File: config.mk
export PLATFORM = sky130hd
export DESIGN_NAME = cic_rate_ctrl
export DESIGN_NICKNAME = d
export VERILOG_FILES = /design/src/rtl/cic_rate_ctrl.sv
export SDC_FILE = /design/constraint.sdc
export NUM_CORES = 1
export LEC_CHECK = 0
export CORE_ASPECT_RATIO = 1.25
export CORE_UTILIZATION = 53
export CTS_CLUSTER_DIAMETER = 100
export DETAILED_ROUTE_END_ITERATION = 6
export GPL_ROUTABILITY_DRIVEN = 0
export GPL_TIMING_DRIVEN = 0
export HOLD_SLACK_MARGIN = 0.02
export PLACE_DENSITY = 0.86
export SLEW_MARGIN = 20
export SYNTH_ARGS = -nofsm -noshare
export SYNTH_HDL_FRONTEND = slang
export SYNTH_SLANG_ARGS = --single-unit
File: constraint.sdc
create_clock -name Clk_i -period 2.4 [get_ports Clk_i]
set_clock_uncertainty 0.1 [all_clocks]
set_input_delay 0.24 -clock Clk_i [delete_from_list [all_inputs] [get_ports Clk_i]]
set_output_delay 0.24 -clock Clk_i [all_outputs]
set_load 0.005 [all_outputs]
File: src/rtl/cic_rate_ctrl.sv
// Reconfiguration sequencer for the CIC decimator: flushes the integrator/comb
// chain on a factor change, loads the new factor, then masks the start-up transient.
module cic_rate_ctrl #(
  parameter int NumStages      = 3,
  parameter int FlushCycles    = 4,
  parameter int SettleCntWidth = 4
) (
  input  logic       Clk_i,
  input  logic       Rst_i,
  input  logic [2:0] CfgFactor_i,
  input  logic       CfgReq_i,
  output logic       CfgAck_o,
  output logic       Busy_o,
  output logic [1:0] State_o,
  output logic       FilterRst_o,
  output logic [2:0] DecimFactor_o,
  input  logic       OutVal_i,
  output logic       DataVal_o
);

  typedef enum logic [1:0] {
    ST_RUN    = 2'd0,
    ST_FLUSH  = 2'd1,
    ST_LOAD   = 2'd2,
    ST_SETTLE = 2'd3
  } state_e;

  localparam logic [3:0]                FlushLast  = 4'(FlushCycles - 1);
  localparam logic [SettleCntWidth-1:0] SettleLast = SettleCntWidth'(NumStages - 1);

  state_e                    state_q;
  logic [3:0]                flush_cnt_q;
  logic [SettleCntWidth-1:0] settle_cnt_q;
  logic [2:0]                pend_q;
  logic [2:0]                decim_q;
  logic                      ack_req_q;
  logic                      redo_q;
  logic                      ack_q;
  logic                      filter_rst_q;
  logic [2:0]                pend_d;

  // Factors 0 and 1 both mean "no decimation".
  assign pend_d = (CfgFactor_i <= 3'd1) ? 3'd1 : CfgFactor_i;

  always_ff @(posedge Clk_i) begin
    if (Rst_i) begin
      state_q      <= ST_FLUSH;
      flush_cnt_q  <= '0;
      settle_cnt_q <= '0;
      pend_q       <= 3'd1;
      decim_q      <= 3'd1;
      ack_req_q    <= 1'b0;
      redo_q       <= 1'b0;
      ack_q        <= 1'b0;
      filter_rst_q <= 1'b1;
    end else begin
      ack_q <= 1'b0;
      unique case (state_q)
        ST_RUN: begin
          if (CfgReq_i) begin
            if (pend_d == decim_q) begin
              ack_q <= 1'b1;
            end else begin
              pend_q       <= pend_d;
              ack_req_q    <= 1'b1;
              flush_cnt_q  <= '0;
              filter_rst_q <= 1'b1;
              state_q      <= ST_FLUSH;
            end
          end
        end

        ST_FLUSH: begin
          if (CfgReq_i) begin
            pend_q    <= pend_d;
            ack_req_q <= 1'b1;
          end
          if (flush_cnt_q == FlushLast) begin
            filter_rst_q <= 1'b0;
            state_q      <= ST_LOAD;
          end else begin
            flush_cnt_q <= flush_cnt_q + 4'd1;
          end
        end

        ST_LOAD: begin
          decim_q      <= pend_q;
          ack_q        <= ack_req_q;
          ack_req_q    <= 1'b0;
          settle_cnt_q <= '0;
          state_q      <= ST_SETTLE;
          // NOTE: the last non-blocking assignment in the block wins, so a
          // request arriving in this cycle re-arms ack_req_q cleared above.
          if (CfgReq_i) begin
            pend_q    <= pend_d;
            ack_req_q <= 1'b1;
            redo_q    <= 1'b1;
          end
        end

        ST_SETTLE: begin
          // A new request always beats a simultaneous exit strobe.
          if (CfgReq_i || redo_q) begin
            if (CfgReq_i) begin
              pend_q <= pend_d;
            end
            ack_req_q    <= 1'b1;
            redo_q       <= 1'b0;
            flush_cnt_q  <= '0;
            filter_rst_q <= 1'b1;
            state_q      <= ST_FLUSH;
          end else if (OutVal_i) begin
            if (settle_cnt_q == SettleLast) begin
              state_q <= ST_RUN;
            end else begin
              settle_cnt_q <= settle_cnt_q + 1'b1;
            end
          end
        end
      endcase
    end
  end

  assign CfgAck_o      = ack_q;
  assign State_o       = state_q;
  assign Busy_o        = (state_q != ST_RUN);
  assign FilterRst_o   = filter_rst_q;
  assign DecimFactor_o = decim_q;
  assign DataVal_o     = OutVal_i & (state_q == ST_RUN);

endmodule

==> results.json <==
{
  "edff_count_synth": 0,
  "clk_root_buffer_cell": "sky130_fd_sc_hd__clkbuf_4",
  "cts.clk_slew.worst_paths_ns": 0.11,
  "cts-resized-gates": 0,
  "design.portCount": 16,
  "cts-buffers-inserted": 3,
  "fmax_mhz": 465,
  "fp.dieW_um": 43.4,
  "drtPass1Iterations": 7,
  "cts_post_setup_buffers_inserted": 0,
  "fp.dieH_um": 53.7,
  "grt_pass1_vias": 820,
  "routed_wire_length_per_instance_um": 13.6,
  "critPathRequiredTime_ns": 2.06,
  "layout_net_count": 155,
  "iteration_0_drc_markers": 28,
  "hold_path.class": "in -> reg",
  "grt_first_pass_wirelength_um": 3540,
  "vdd.ir_drop.worst_v": 0.000689,
  "area_growth_from_synthesis_to_layout_pct": 16.6,
  "ant_nets_after_route": 0,
  "htreeDepth": 1,
  "synth.yosys.warnings": 0,
  "detail_route.drc_violations": 2,
  "timing.critical_path.to_type": "output pin",
  "mappedNetlistNets": 136,
  "final.setup.tns_ns": 0,
  "worst_hold_slack_ns": 0.255,
  "grt_start_max_net_pins": 11,
  "timing.final.crit_period_ns": 2.15,
  "worst_ep_arrival_time_ns": 1.81,
  "critPathLaunchType": "register",
  "count_of_state_elements_after_synthesis": 20,
  "tritoncts": "built",
  "worst_skew_late_latency_ns": 0.31,
  "synth_ff_type": "sky130_fd_sc_hd__dfxtp_1",
  "grt-ovfl-total": 0,
  "area_of_the_core_region_um2": 2000,
  "routed_wl_um": 2170,
  "placement.setup.worst_slack_ns": 0.319,
  "cts-root-to-sink-buffers": 2,
  "finalSetupViolCount": 0,
  "finalWorstSetupSlack_ns": 0.249,
  "reg2reg_slack_ns": 0.45,
  "synth_area_per_cell_um2": 9.29,
  "io_buffers": 14,
  "synthesis.instances": 122,
  "global_route.usage.total_pct": 20.9,
  "worst_slew_pin_slew_ns": 0.496,
  "start_util_pct": 56.6,
  "overall_die_area_um2": 2330,
  "critPathKind": "reg -> out",
  "hpwl_um": 1630,
  "placement_rows": 18,
  "asyncSetResetFlopFracSynth_pct": 0,
  "p_leak_uw": 0.000534,
  "grt_antenna_before_repair": 0,
  "cts_hold_buf": 0,
  "synthDistinctLibCells": 43,
  "drive_gt1_share_pct": 11.5,
  "register_area_share_after_synthesis_pct": 35.3,
  "timing.final.max_slew_violations": 0,
  "total_power_uw": 1150,
  "numClockSinks": 20,
  "number_of_inserted_diodes": 0,
  "syn-cell-area_um2": 1130,
  "hold_viol_final": 0,
  "via_count": 931,
  "worst-path-max-fanout": 7,
  "relSlewSlack_pct": 67.0,
  "status": "complete, but fails checks",
  "cellPowerDensity_nw_per_um2": 870,
  "layout_worst_path_cycle_share_pct": 89.6,
  "vias_per_cell": 5.86,
  "violations": "design-rule violations",
  "drv_cap": 0,
  "setup_repair_after_global_routing_missed_its_margin": "false"
}
## critical path, stage by stage, from the launching register on
cell and delay (ns):
sky130_fd_sc_hd__dfxtp_1 0.45, sky130_fd_sc_hd__inv_1 0.10, sky130_fd_sc_hd__ha_1 0.30, sky130_fd_sc_hd__inv_1 0.14, sky130_fd_sc_hd__clkdlybuf4s50_1 0.52
## cells in the mapped netlist (all sizes together), types with 3 or more instances
| cell | instances | share of area, % |
|---|---|---|
| mux2i | 7 | 6.2 |
| dfxtp | 20 | 35 |
| inv | 10 | 3.3 |
| nand3 | 3 | 1.8 |
| nand4 | 4 | 2.2 |
| nor3 | 4 | 1.8 |
| xnor2 | 3 | 2.3 |
| ha | 7 | 7.7 |
| nand2 | 6 | 2.0 |
| nor3b | 3 | 2.9 |
| nor2 | 15 | 5.2 |
| a21oi | 5 | 2.5 |
| xor2 | 3 | 3.0 |
| o21ai | 4 | 2.1 |
## logic make-up (layout without fill, tap and decap cells)
| family | count (synthesis) | after routing | share of synthesized area [%] |
|---|---|---|---|
| AO/OA/AOI/OAI | 26 | 26 | 19.4 |
| XOR/XNOR | 6 | 6 | 5.30 |
| adder cells (fa/ha/maj) | 7 | 7 | 7.73 |
| buffers and inverters | 14 | 31 | 4.86 |
| flip-flops | 20 | 20 | 35.3 |
| multiplexers | 7 | 7 | 6.18 |
| AND/OR/NAND/NOR | 42 | 42 | 21.2 |
## cell usage in the layout (no fill, tap or decap), drive strengths merged, types with 5 or more instances in the layout
cell type      count
a21oi              5
clkdlybuf4s50     14
ha                 7
nor2              15
mux2i              7
inv               10
clkbuf             5
nand2              6
dfxtp             20
## metrics by stage
stage | std cells | instance area, um2 | utilization, %
final | 159 | 1320 | 65.9
after global placement | 156 | 1300 | 64.8
after global routing | 159 | 1320 | 65.9
after detailed placement | 156 | 1300 | 64.8
after floorplan | 122 | 1130 | -
after CTS | 159 | 1320 | 65.9
## per-layer routing
metal	GRT usage, %	up-vias	part of all wire [%]
met5	0	-	0
met4	12.5	0	2.4
met3	2.01	5	4.0
met2	36.9	23	50
met1	24.5	433	43
li1	-	470	-
## registers in the layout, indices dropped and copies added (netlist names)
name and cells:
State_o 2, settle_cnt_q 4, ack_req_q 1, DecimFactor_o 3
CfgAck_o 1, flush_cnt_q 4, FilterRst_o 1, redo_q 1
pend_q 3
## worst paths after layout
path,start,to,cells past startpoint
worst max-delay path,State_o[0]$_SDFFE_PP1P_,Busy_o,4
worst min register to register,ack_req_q$_SDFFE_PP0P_,ack_req_q$_SDFFE_PP0P_,1
worst max register to register,State_o[0]$_SDFFE_PP1P_,flush_cnt_q[0]$_SDFFE_PP0P_,6
worst min-delay path,CfgReq_i,CfgAck_o$_SDFF_PP0_,3
## report_power, final
| part | switching [uW] | internal (uW) |
|---|---|---|
| sequential | 45.1 | 378 |
| clock | 106 | 58.8 |
| combinational | 301 | 261 |
| total | 451 | 698 |
## layout make-up
cell class	count	area [um2]
Buffer	4	17.5
Clock buffer	3	22.5
Fill cell	168	683
Inverter	10	37.5
Multi-Input combinational cell	88	678
Sequential cell	20	400
Tap cell	20	25.0
Timing Repair Buffer	14	140
Power figures use the tool's default switching activity.
==> patch, RTL diff (same settings) <==
Set the parameter `SettleCntWidth` to 3 (it was 4).
--- a/src/rtl/cic_rate_ctrl.sv
+++ b/src/rtl/cic_rate_ctrl.sv
@@ -5,3 +5,3 @@
   parameter int FlushCycles    = 4,
-  parameter int SettleCntWidth = 4
+  parameter int SettleCntWidth = 3
 ) (
Formal check against the unedited RTL: no difference found for any inputs over 10 cycles, from zero or initial values and one cycle with Rst_i high; that may be too few to reach the edited logic, so the function may still have changed.
==> patch against the unedited design <==
Sequential cell count shrank 1. Final area fell by 4.5%. Sequential share of layout area decreased by 0.14 points. Synthesized cell count decreased by 5.7%. Worst setup slack improved by 0.0071 ns. Wire length shrank 5.6%. Clock power about the same. Combinational power is 17% lower. Critical path depth unchanged. Critical path type unchanged. Sequential power fell by 6.1%. Power fell by 11%. Area after synthesis shrank 6.4%.
==> patch: results (changes against the unedited design) <==
[run_status]
status=finished, final reports clean  ; was finished with violations

[yosys]
ys_top_cells_by_count=dfxtp_1 (19), inv_1 (11), nor2_1 (11)  ; was dfxtp_1 (20), nor2_1 (14), inv_1 (10)
synthArstFlopShare_pct=0  ; unchanged
yosysWarningCount=0  ; unchanged
synth_seq_area_share_pct=35.8  ; was 35.3%
synth.area.top_cells=dfxtp_1 (36%), ha_1 (8.3%), mux2i_1 (6.6%)  ; was dfxtp_1 (35%), ha_1 (7.7%), mux2i_1 (6.2%)
synth_cell_types=38  ; was 43
syn_nets=129  ; was 136

[finish]
largest_reg_flops=4
drive_above_1_share_pct=8.96  ; was 11.5%
layout.nets=149  ; was 155
nFillCells=147  ; was 168

[global_routing]
grt.total_usage_pct=21.0  ; was 20.9%
use_met1_pct=22.2  ; was 24.5%
grtUsageMet3_pct=3.13  ; was 2.01%
grtUsageMet2_pct=38.5  ; was 36.9%
grt_pass1_wl_um=3390  ; was 3540 um
grt_pass1_vias=863  ; was 820

[critical_path]
r2r-end=State_o[0]$_SDFFE_PP1P_  ; was flush_cnt_q[0]$_SDFFE_PP0P_
r2r_setup_slack_ns=0.36  ; was 0.45 ns

[timing]
slew_headroom_pct=62.3  ; was 67.0%

[detailed_routing]
vias=885  ; was 931
firstDrtPassIters=4  ; was 7
drt-total-wl_um=2050  ; was 2170 um
initialDrtViolationCount=9  ; was 28

[clocking]
cts_root_buf=clkbuf_4  ; unchanged

[hold_path]
hold_end=pend_q[0]$_SDFFE_PP1P_  ; was CfgAck_o$_SDFF_PP0_
holdPathStages=2  ; was 3
min_from=pend_q[0]$_SDFFE_PP1P_  ; was CfgReq_i
hold_class=reg2reg  ; was in2reg

[power]
ir_worst_vdd_uv=600  ; was 689 uV
p_leak_uw=0.000474  ; was 0.000534 uW

[place]
dp_hpwl_um=1580  ; was 1630 um
port_buffers=15  ; was 14

patch: cell count changes after synthesis, sizes merged, moves of 2 or more:
cell / delta
nor3b: -2
nand2b: +3
buf: -2
o31ai: -2
nand3: +3
o21ai: +2
nor2: -4
a22oi: -2
o211ai: +3
nor3: -2
patch: final cells by class:
| type | instances | area share (%) |
|---|---|---|
| inverters | 11 | 3.27 |
| repair buffers | 15 | 11.9 |
| plain buffers | 2 | 0.595 |
| flip-flops and latches | 19 | 30.2 |
| multi-input cells | 83 | 50.1 |
| well taps | 19 | 1.88 |
| clock buffers | 4 | 2.08 |
patch: kinds of logic (layout without fill, tap and decap cells):
family	after synthesis	after routing	share of synthesized area, %
xor+xnor	4	4	5.07
fa+ha+maj	7	7	8.25
compound gates	25	25	19.5
flops	19	19	35.8
buf+inv	13	32	4.60
mux	7	7	6.60
simple gates	40	40	20.2
patch: stage by stage:
step / worst slack (ns) / hold slack [ns] / area [sq um] / std cells
after floorplan: 0.651 / 0.212 / 1060 / 115
after global placement: 0.348 / 0.360 / 1230 / 149
after detailed placement: 0.321 / 0.379 / 1230 / 149
after CTS: 0.285 / 0.405 / 1260 / 153
after global routing: 0.186 / 0.425 / 1260 / 153
final: 0.257 / 0.396 / 1260 / 153
patch: power breakdown:
group | internal, uW | switching [uW]
Clock | 64.8 | 98.8
Sequential | 357 | 39.9
Combinational | 232 | 234
patch: worst max path at each step:
stage | to | slack [ns] | from
after global routing | DataVal_o | 0.19 | State_o[0]$_SDFFE_PP1P_
after detailed placement | flush_cnt_q[1]$_SDFFE_PP0P_ | 0.32 | CfgFactor_i[1]
after CTS | DataVal_o | 0.29 | State_o[0]$_SDFFE_PP1P_
after floorplan | flush_cnt_q[2]$_SDFFE_PP0P_ | 0.65 | State_o[0]$_SDFFE_PP1P_
final | DataVal_o | 0.26 | State_o[0]$_SDFFE_PP1P_
after global placement | pend_q[0]$_SDFFE_PP1P_ | 0.35 | CfgFactor_i[1]
patch: routing by layer:
| layer | up-vias | routed length [um] |
|---|---|---|
| li1 | 446 | - |
| met1 | 403 | 849 |
| met2 | 27 | 1030 |
| met3 | 9 | 92 |
| met4 | 0 | 72 |
| met5 | - | 0 |
patch: worst max-delay path: stages, from the launching register on:
cell	delay [ns]
dfxtp_1	0.38
inv_1	0.12
ha_1	0.33
and2_1	0.17
clkdlybuf4s50_1	0.49
